## src/rtl/lfsr_pkg.sv

```systemverilog
// Shared constants, FSM state type and the LFSR step function for the lfsr_arbiter slice.
package lfsr_pkg;

  localparam int unsigned LFSR_W = 16;
  localparam logic [LFSR_W-1:0] LFSR_TAPS = 16'hB400;
  localparam logic [LFSR_W-1:0] LFSR_SEED_DEFAULT = 16'hFFFF;

  typedef enum logic {
    WARM,
    RUN
  } lfsr_state_e;

  // Fibonacci step for x^16+x^14+x^13+x^11+1; taps are bits 15,13,12,10.
  function automatic logic [LFSR_W-1:0] lfsr_next(input logic [LFSR_W-1:0] s);
    return {s[LFSR_W-2:0], ^(s & LFSR_TAPS)};
  endfunction

endpackage

```

## src/rtl/lfsr_core.sv

```systemverilog
// 16-bit Fibonacci LFSR state register with load (zero seed replaced) and step controls.
module lfsr_core
  import lfsr_pkg::*;
(
  input  logic              clk_i,
  input  logic              rst_ni,
  input  logic              load_i,
  input  logic              step_i,
  input  logic [LFSR_W-1:0] seed_i,
  output logic [LFSR_W-1:0] state_o
);

  logic [LFSR_W-1:0] lfsr_q, lfsr_d;

  always_comb begin
    lfsr_d = lfsr_q;
    if (load_i) begin
      // An all-zero state would lock the LFSR forever.
      lfsr_d = (seed_i == '0) ? LFSR_SEED_DEFAULT : seed_i;
    end else if (step_i) begin
      lfsr_d = lfsr_next(lfsr_q);
    end
  end

  always_ff @(posedge clk_i or negedge rst_ni) begin
    if (!rst_ni) begin
      lfsr_q <= LFSR_SEED_DEFAULT;
    end else begin
      lfsr_q <= lfsr_d;
    end
  end

  assign state_o = lfsr_q;

endmodule

```

## src/rtl/lfsr_arbiter.sv

```systemverilog
// Round-robin arbiter handing out one LFSR word per grant after a warm-up run.
// Define LFSR_ARB_STATS_EN to build the saturating per-requester grant counters.
module lfsr_arbiter
  import lfsr_pkg::*;
#(
  parameter int unsigned NREQ        = 4,
  parameter int unsigned WARM_CYCLES = 16
) (
  input  logic                   clk,
  input  logic                   rst,
  input  logic                   seed_we,
  input  logic [LFSR_W-1:0]      seed_data,
  input  logic [NREQ-1:0]        req,
  output logic [NREQ-1:0]        gnt,
  output logic [LFSR_W-1:0]      rnd_data,
  output logic                   ready,
  output logic [NREQ*LFSR_W-1:0] grant_cnt
);

  localparam int unsigned PtrW = (NREQ > 1) ? $clog2(NREQ) : 1;
  localparam logic [7:0] WarmLast = 8'(WARM_CYCLES);

  lfsr_state_e       state_q, state_d;
  logic [7:0]        warm_q, warm_d;
  logic [PtrW-1:0]   ptr_q, ptr_d;
  logic [NREQ-1:0]   gnt_q, gnt_d;
  logic [LFSR_W-1:0] rnd_q, rnd_d;
  logic [LFSR_W-1:0] lfsr_state;
  logic              lfsr_step, lfsr_load;
  logic              arb_en;
  logic              win_found;
  logic [PtrW-1:0]   win_idx;
  int unsigned       scan_idx;

  lfsr_core u_core (
    .clk_i   (clk),
    .rst_ni  (rst),
    .load_i  (lfsr_load),
    .step_i  (lfsr_step),
    .seed_i  (seed_data),
    .state_o (lfsr_state)
  );

  // First set request searching upward from ptr+1, wrapping.
  always_comb begin
    win_found = 1'b0;
    win_idx   = ptr_q;
    scan_idx  = 0;
    for (int unsigned k = 1; k <= NREQ; k++) begin
      scan_idx = (32'(ptr_q) + k) % NREQ;
      if (!win_found && req[scan_idx[PtrW-1:0]]) begin
        win_found = 1'b1;
        win_idx   = scan_idx[PtrW-1:0];
      end
    end
  end

  assign arb_en = (state_q == RUN) && !seed_we && (gnt_q == '0) && win_found;

  always_comb begin
    state_d   = state_q;
    warm_d    = warm_q;
    lfsr_step = 1'b0;
    lfsr_load = 1'b0;
    if (seed_we) begin
      lfsr_load = 1'b1;
      warm_d    = '0;
      state_d   = WARM;
    end else begin
      unique case (state_q)
        WARM: begin
          lfsr_step = 1'b1;
          warm_d    = warm_q + 8'd1;
          if (warm_d == WarmLast) state_d = RUN;
        end
        RUN: lfsr_step = arb_en;
        default: state_d = WARM;
      endcase
    end
  end

  always_comb begin
    gnt_d = '0;
    rnd_d = rnd_q;
    ptr_d = ptr_q;
    if (arb_en) begin
      gnt_d = {{(NREQ-1){1'b0}}, 1'b1} << win_idx;
      rnd_d = lfsr_state;
      ptr_d = win_idx;
    end
  end

  always_ff @(posedge clk or negedge rst) begin
    if (!rst) begin
      state_q <= WARM;
      warm_q  <= '0;
      ptr_q   <= PtrW'(NREQ - 1);
      gnt_q   <= '0;
      rnd_q   <= '0;
    end else begin
      state_q <= state_d;
      warm_q  <= warm_d;
      ptr_q   <= ptr_d;
      gnt_q   <= gnt_d;
      rnd_q   <= rnd_d;
    end
  end

  assign gnt      = gnt_q;
  assign rnd_data = rnd_q;
  assign ready    = (state_q == RUN);

`ifdef LFSR_ARB_STATS_EN
  logic [NREQ-1:0][LFSR_W-1:0] cnt_q, cnt_d;

  always_comb begin
    cnt_d = cnt_q;
    for (int unsigned i = 0; i < NREQ; i++) begin
      if (seed_we) begin
        cnt_d[i] = '0;
      end else if (gnt_q[i] && (cnt_q[i] != '1)) begin
        cnt_d[i] = cnt_q[i] + LFSR_W'(1);
      end
    end
  end

  always_ff @(posedge clk or negedge rst) begin
    if (!rst) begin
      cnt_q <= '0;
    end else begin
      cnt_q <= cnt_d;
    end
  end

  assign grant_cnt = cnt_q;
`else
  assign grant_cnt = '0;
`endif

endmodule

```

## config.mk

```make
export PLATFORM = sky130hd
export DESIGN_NAME = lfsr_arbiter
export DESIGN_NICKNAME = d
export VERILOG_FILES = /design/src/rtl/lfsr_pkg.sv /design/src/rtl/lfsr_core.sv /design/src/rtl/lfsr_arbiter.sv
export SDC_FILE = /design/constraint.sdc
export NUM_CORES = 1
export LEC_CHECK = 0
export ABC_AREA = 1
export ABC_CLOCK_PERIOD_IN_PS = 2800
export CAP_MARGIN = 25
export CORE_MARGIN = 5
export CORE_UTILIZATION = 30
export CTS_CLUSTER_SIZE = 24
export DETAILED_ROUTE_END_ITERATION = 16
export GPL_TIMING_DRIVEN = 0
export SLEW_MARGIN = 20
export SYNTH_ARGS = -nofsm -noshare
export SYNTH_HDL_FRONTEND = slang
export SYNTH_SLANG_ARGS = --single-unit
```

## constraint.sdc

```tcl
create_clock -name clk -period 2.8 [get_ports clk]
set_input_delay 0.28 -clock clk [delete_from_list [all_inputs] [get_ports clk]]
set_output_delay 0.28 -clock clk [all_outputs]
set_load 0.01 [all_outputs]
```

==> results of run 1 <==
-- final timing paths --
check / cells past startpoint / endpoint
max in group asynchronous: 2 / u_core.state_o[2]
setup / recovery: 13 / rnd_data[10]
hold / removal: 1 / rnd_data[8]
hold reg to reg: 2 / rnd_data[12]
setup reg to reg: 13 / rnd_data[10]
min in group clk: 5 / u_core.state_o[1]
-- cells in the final DEF (no fill, tap or decap), types with 2 or more instances in the layout --
cell | Yosys | layout
bufinv_16 | 0 | 2
inv_2 | 2 | 2
o22ai_1 | 4 | 4
conb_1 | 1 | 64
a31oi_1 | 15 | 15
o21ai_0 | 5 | 5
buf_6 | 3 | 3
xnor2_1 | 3 | 3
nand2_4 | 2 | 2
dfrtp_1 | 29 | 29
xor2_1 | 4 | 4
nand2_1 | 134 | 134
nor2_1 | 25 | 25
nand2_2 | 6 | 6
buf_2 | 1 | 2
dfstp_2 | 18 | 18
inv_1 | 34 | 34
nand4_1 | 6 | 6
clkbuf_8 | 0 | 5
buf_4 | 68 | 68
nand3_1 | 31 | 31
a21oi_1 | 2 | 2
clkbuf_1 | 6 | 7
clkdlybuf4s50_1 | 0 | 41
-- registers in the layout, summed over array words and instances (netlist names) --
name            count
ready               1
rnd_data           16
warm_q              8
ptr_q               2
u_core.state_o     16
gnt                 4
-- synthesized netlist by cell type, types with 2 or more instances --
| master | instances | share of area [%] |
|---|---|---|
| a21oi_1 | 2 | 0.32 |
| a31oi_1 | 15 | 3.0 |
| buf_4 | 68 | 16 |
| buf_6 | 3 | 1.1 |
| clkbuf_1 | 6 | 0.73 |
| dfrtp_1 | 29 | 23 |
| dfstp_2 | 18 | 15 |
| inv_1 | 34 | 4.1 |
| inv_2 | 2 | 0.24 |
| nand2_1 | 134 | 16 |
| nand2_2 | 6 | 1.2 |
| nand2_4 | 2 | 0.73 |
| nand3_1 | 31 | 5.0 |
| nand4_1 | 6 | 1.2 |
| nor2_1 | 25 | 3.0 |
| o21ai_0 | 5 | 0.81 |
| o22ai_1 | 4 | 0.81 |
| xnor2_1 | 3 | 0.85 |
| xor2_1 | 4 | 1.1 |
-- through the flow --
step | total power [mW] | hold slack [ns] | instances | setup WS, ns | util [%]
2_1_floorplan | 1.196 | -0.01559 | 474 | 1.111 | -
3_3_place_gp | 1.348 | 0.4680 | 652 | 0.1018 | 38.59
3_5_place_dp | 1.363 | 0.3611 | 653 | 0.7859 | 38.81
4_1_cts | 1.952 | 0.03584 | 661 | 0.8663 | 40.11
5_1_grt | 2.047 | 0.05542 | 661 | 0.7408 | 40.11
6_report | 1.931 | 0.01046 | 661 | 0.8989 | 40.11
-- layer usage --
metal  up-vias  GRT usage [%]
met1      1200          13.82
met5         -              0
met3         9          2.391
met2        86          19.14
met4         0          3.163
li1       1387              -
-- power by group --
part	leakage (nW)	switching, mW	total (mW)	internal, mW
Clock	0.0654	0.223	0.580	0.357
Combinational	1.52	0.299	0.544	0.245
Sequential	0.583	0.0473	0.807	0.759
Total	2.17	0.569	1.93	1.36
-- cell type report --
class / instances / area (um^2)
buffer: 78 / 571.8
clock buffer: 6 / 72.57
clock inverter: 2 / 60.06
fill: 1073 / 6100
inverter: 37 / 141.4
multi-input combinational: 312 / 1428
sequential: 47 / 1199
tap: 136 / 170.2
timing repair buffer: 43 / 442.9
-- cells by family after synthesis --
kind of cell | synth area share, %
compound gates | 5.887
xor+xnor | 1.976
fa+ha+maj | 0.4032
buf+inv | 22.98
flops | 38.63
other cells | 0.1209
simple gates | 30.00
-- worst register-to-register path: stages (launching register included) --
cell	delay, ns
dfstp_2	0.58
inv_2	0.05
buf_6	0.13
nand2_1	0.07
nand2_2	0.08
nand2_2	0.10
nand2_4	0.07
nor2_4	0.13
nand3_4	0.11
nand2_8	0.12
inv_4	0.08
buf_6	0.15
nand2_1	0.08
nand2_1	0.06
==> impl_results.md, run 1 <==
- Crit Path Max Fanout: 10
- Clk buf depth: 2
- Cell area after layout: 0.004085 mm^2
- Pre-antenna DRT Iters: 5
- Total gr overflow: 0
- Via count: 2,682
- Max-slew violations: 0
- CTS Root Cell: clkbuf_8
- Post-Route WL: 7147 um
- DIE AREA: 0.01248 mm^2
- Met2 WL: 3522 um
- Port Buffers: 42
- Max cap viols: 0
- CP required: 3.00 ns
- First-pass GRT wire length: 11,580 um
- Critical path class: reg -> reg
- Outcome: finished, final reports clean
- Top Layer Used: met4
- Layout cells sized above 1: 21.90%
- Iteration-0 DRC count of the detailed router: 115
- Gpl congestion: 0.7995
- CTS sink cnt: 47
- Period Utilization, post-route: 67.90%
- CTS Buf Count: 5
- Antenna violations before repair: 0
- Yosys Warn Count: 0
- Synthesized area: 0.003103 mm^2
- Post CTS Setup Buffer Count: 0
- Routed wl met3: 377 um
- CP Capture Type: flop
- Die height: 111.7 um
- Worst Tran Pin Value: 0.6732 ns
- Final nets: 548
- CP Data Arrival Time: 2.10 ns
- Worst R2R Start: ptr_q[0]
- Distinct cells, synth: 33
- Largest net degree at the start of global routing: 28
- CP max stage delay: 0.58 ns
- Seq cells post-synth: 47
- Cell area after placement: 0.003953 mm^2
- CTS tree: built
- PD cells: 472.7 mW/mm^2
- Highest Clock Rate: 526.0 MHz
- Starting Density: 30.47%
- Critical path startpoint: ptr_q[0]
- Post_cts resized: 0
- Setup_tns: 0 ns
- Final setup fails: 0
- DRT antenna net count: 0
- Critical Path Most Common Cell: nand2_1
- Residual DRC: 0
- DRT met1 WL: 3133 um
- Register area share after synthesis: 38.63%
- Synth-to-Final Area Change: 31.65%
- Final HPWL DP: 5759 um
- Ys flop type: dfrtp_1
- Worst VDD drop: 0.2404 mV
- H-Tree Level Count: 2
- Worst skew pair latency: 0.30 ns
- Die width: 111.7 um
- Cell count after synthesis: 411
- R2R Setup Slk: 0.90 ns
- Vias in the first global route: 2,530
- Cells along the critical path: inv_2 -> buf_6 -> nand2_1 -> nand2_2 -> nand2_2 -> nand2_4 -> nor2_4 -> nand3_4 -> nand2_8 -> inv_4 -> buf_6 -> nand2_1 -> nand2_1
- # rows: 37
- Ys async rst share: 100.0%
- Worst hold path type: in -> async
- Post-DR vias/cell: 4.057
- Min cycle time layout: 1.901 ns
- Final Hold Fails: 0
- Ant. Diodes: 0
- Drt wl/cell: 10.81 um
- Core area: 0.01018 mm^2
- I/O Pins: 108
- LEAKAGE: 2.169 nW
- Number of synthesized flops with an enable pin: 0
- Setup crit start kind: flop
- RSZ-0062 raised after global routing: false
- Mean Syn Cell Area: 7.550 um^2
- Rel. slew slack: 55.12%
- Clk slew on worst S/H paths: 0.09 ns
- Top delay family on crit path: simple AND/OR/NAND/NOR gates
- Crit path max-delay cell type: dfstp_2
- Clock Skew: 0.01128 ns
- Critical path buffers and inverters: 4
- GRT Util Overall: 11.05%
- Post-CTS Hold Buffers: 0
No activity file was read; power rests on OpenSTA's default activity.
==> run 2, diff against run 1 <==
Settings changed: ABC_CLOCK_PERIOD_IN_PS 2800 to 2000.
Clock period 2.8 ns to 2 ns, I/O delays scaled along.
==> run 2 against run 1 <==
Clock skew rose by 0.00076 ns. Design area rose by 1.5%. Worst hold slack better by 0.35 ns. Global-route usage barely moved. Power up 41%. Cell count is 0.61% higher. Critical path type unchanged.
==> impl_results.md, run 2 (synthesis results as in run 1) <==
- Outcome: finished, final reports clean
- Final setup fails: 0
- Final HPWL DP: 5759 um
- CTS tree: built
- Clk slew on worst S/H paths: 0.09 ns
- Worst VDD drop: 0.3366 mV
- Critical path startpoint: ptr_q[0]
- Worst hold path type: in -> reg
- Final Hold Fails: 0
- CP max stage delay: 0.57 ns
- GRT Util Overall: 11.06%
- LEAKAGE: 2.191 nW
- Clk pwr share: 29.8%
- Post-Route WL: 7238 um
- CTS Root Cell: clkbuf_8
- Most crowded layer after global routing: met2
- CTS sink cnt: 47
- Total chip power: 2.728 mW
- Placed Cells: 653
- Non-filler cells, final: 665
- Reg-to-reg endpoint: rnd_data[2]
- Iteration-0 DRC count of the detailed router: 115
- DRT antenna net count: 0
- Final nets: 552
- Grt met1 use: 13.79%
- Internal power: 1.921 mW
- Worst skew pair latency: 0.30 ns
- Residual DRC: 0
- Cell area after placement: 0.003953 mm^2
- Critical path buffers and inverters: 4
- FILL cells: 1,067
- PD cells: 657.9 mW/mm^2
- Sw frac: 29.59%
- RSZ-0062 raised after global routing: true
- Seq pwr share: 41.4%
- Seq. cell area: 0.001199 mm^2
- CP Capture Type: flop
- Gpl congestion: 0.7995
- Post-DR vias/cell: 4.084
- P_sw: 0.8071 mW
- CP Data Arrival Time: 2.07 ns
- Clock Skew: 0.01203 ns
- # rows: 37
- Synth-to-Final Area Change: 33.63%
- Core area: 0.01018 mm^2
- Setup crit start kind: flop
- CTS Buf Count: 5
- Total gr overflow: 0
- R2R Setup Slk: 0.12 ns
- Crit Path Max Fanout: 11
- Antenna violations before repair: 0
- Area of the multi-input gates: 0.001444 mm^2
- Cell area after layout: 0.004146 mm^2
- Setup_tns: 0 ns
- GR Util met3: 2.391%
- Clk buf depth: 2
- Largest net degree at the start of global routing: 28
- H-Tree Level Count: 2
- Ant. Diodes: 0
- Max-slew violations: 0
- Comb power frac: 28.7%
- Worst Tran Pin Value: 0.6745 ns
- Worst R2R Start: ptr_q[0]
- Starting Density: 30.47%
- Worst path depth: 13
- DIE AREA: 0.01248 mm^2
- Critical path class: reg -> reg
- Most common cell after layout, fill and taps aside: nand2_1
- Period Utilization, post-route: 94.19%
- Cells along the critical path: inv_2 -> buf_6 -> nand2_1 -> nand2_2 -> nand2_2 -> nand2_4 -> nor2_4 -> nand3_4 -> nand2_8 -> inv_6 -> clkbuf_16 -> nand2_1 -> nand2_1
- Vias in the first global route: 2,536
- Crit path max-delay cell type: dfstp_2
- Min cycle time layout: 1.884 ns
- Port Buffers: 42
- Die height: 111.7 um
- Via count: 2,716
- Met2 global-route usage: 19.22%
- Layout cells sized above 1: 22.68%
- First-pass GRT wire length: 11,590 um
- CP required: 2.19 ns
- Highest Clock Rate: 530.8 MHz
- Rel. slew slack: 55.03%
- Reg2Reg Depth: 13
- Top delay family on crit path: simple AND/OR/NAND/NOR gates
- Drt wl/cell: 10.88 um
- CP Capture Point: rnd_data[2]
- Pre-antenna DRT Iters: 5
- Most frequent cells in the layout: nand2_1, buf_4, conb_1, clkdlybuf4s50_1, inv_1
- I/O Pins: 108
- Critical Path Most Common Cell: nand2_1
- Die width: 111.7 um
- Max cap viols: 0
run 2: area by class of cell:
type,instances,area share (%)
Buffer,77,13.61
Inverter,37,3.470
Tap cell,136,4.104
Clock inverter,2,1.448
Clock buffer,6,1.750
Sequential cell,47,28.91
Multi-Input combinational cell,313,34.82
Timing Repair Buffer,47,11.89
run 2: worst min-delay path by stage:
stage / slack [ns] / depth (start not counted) / start / to
2_1_floorplan: -0.1 / 0 / rst / gnt[0]
3_3_place_gp: 0.47 / 2 / rnd_data[2] / rnd_data[2]
3_5_place_dp: 0.28 / 1 / rst / rnd_data[11]
4_1_cts: 0.36 / 5 / seed_we / u_core.state_o[1]
5_1_grt: 0.46 / 5 / seed_we / u_core.state_o[1]
6_report: 0.36 / 5 / seed_we / u_core.state_o[1]
run 2: power by group through the flow:
stage | registers, mW | clock network (mW) | logic [mW]
finish | 1.13 | 0.814 | 0.784
global route | 1.14 | 0.872 | 0.873
CTS | 1.13 | 0.838 | 0.766
detailed placement | 1.15 | 0 | 0.762
global placement | 1.14 | 0 | 0.743
floorplan | 1.15 | 0 | 0.525
run 2: what timing repair did:
item / in CTS / in global routing
buffers inserted: 0 / 2
hold buffers: 1 / 0
gates resized for setup: 0 / 4
hold endpoints to repair: 19 / 0
setup endpoints to repair: 0 / 13
run 2: stage by stage:
stage | hold WS, ns | util (%) | setup slack, ns
6_report | 0.3641 | 40.71 | 0.1161
5_1_grt | 0.4603 | 40.71 | -0.02532
4_1_cts | 0.3560 | 40.21 | 0.06631
3_5_place_dp | 0.2811 | 38.81 | 0.06586
3_3_place_gp | 0.4680 | 38.59 | -0.6182
2_1_floorplan | -0.09559 | - | 0.3112
run 2: per-layer routing:
| layer | share of wire, % | wire length, um |
|---|---|---|
| met3 | 5.7 | 414 |
| met1 | 44 | 3179 |
| met2 | 48 | 3504 |
| met4 | 1.9 | 140 |
| met5 | 0 | 0 |
run 2: tightest hold or removal path: stages:
cell and delay [ns]:
clkbuf_1 0.17, nor2_1 0.15, a31oi_1 0.05, nand2_1 0.06
nand2_1 0.04
==> run 3, diff against run 2 <==
Settings changed: GPL_ROUTABILITY_DRIVEN from default to 0, PLACE_DENSITY from default to 0.6.
==> results of run 3 <==
No change in the layout: final DEF, timing and power equal those of run 2.
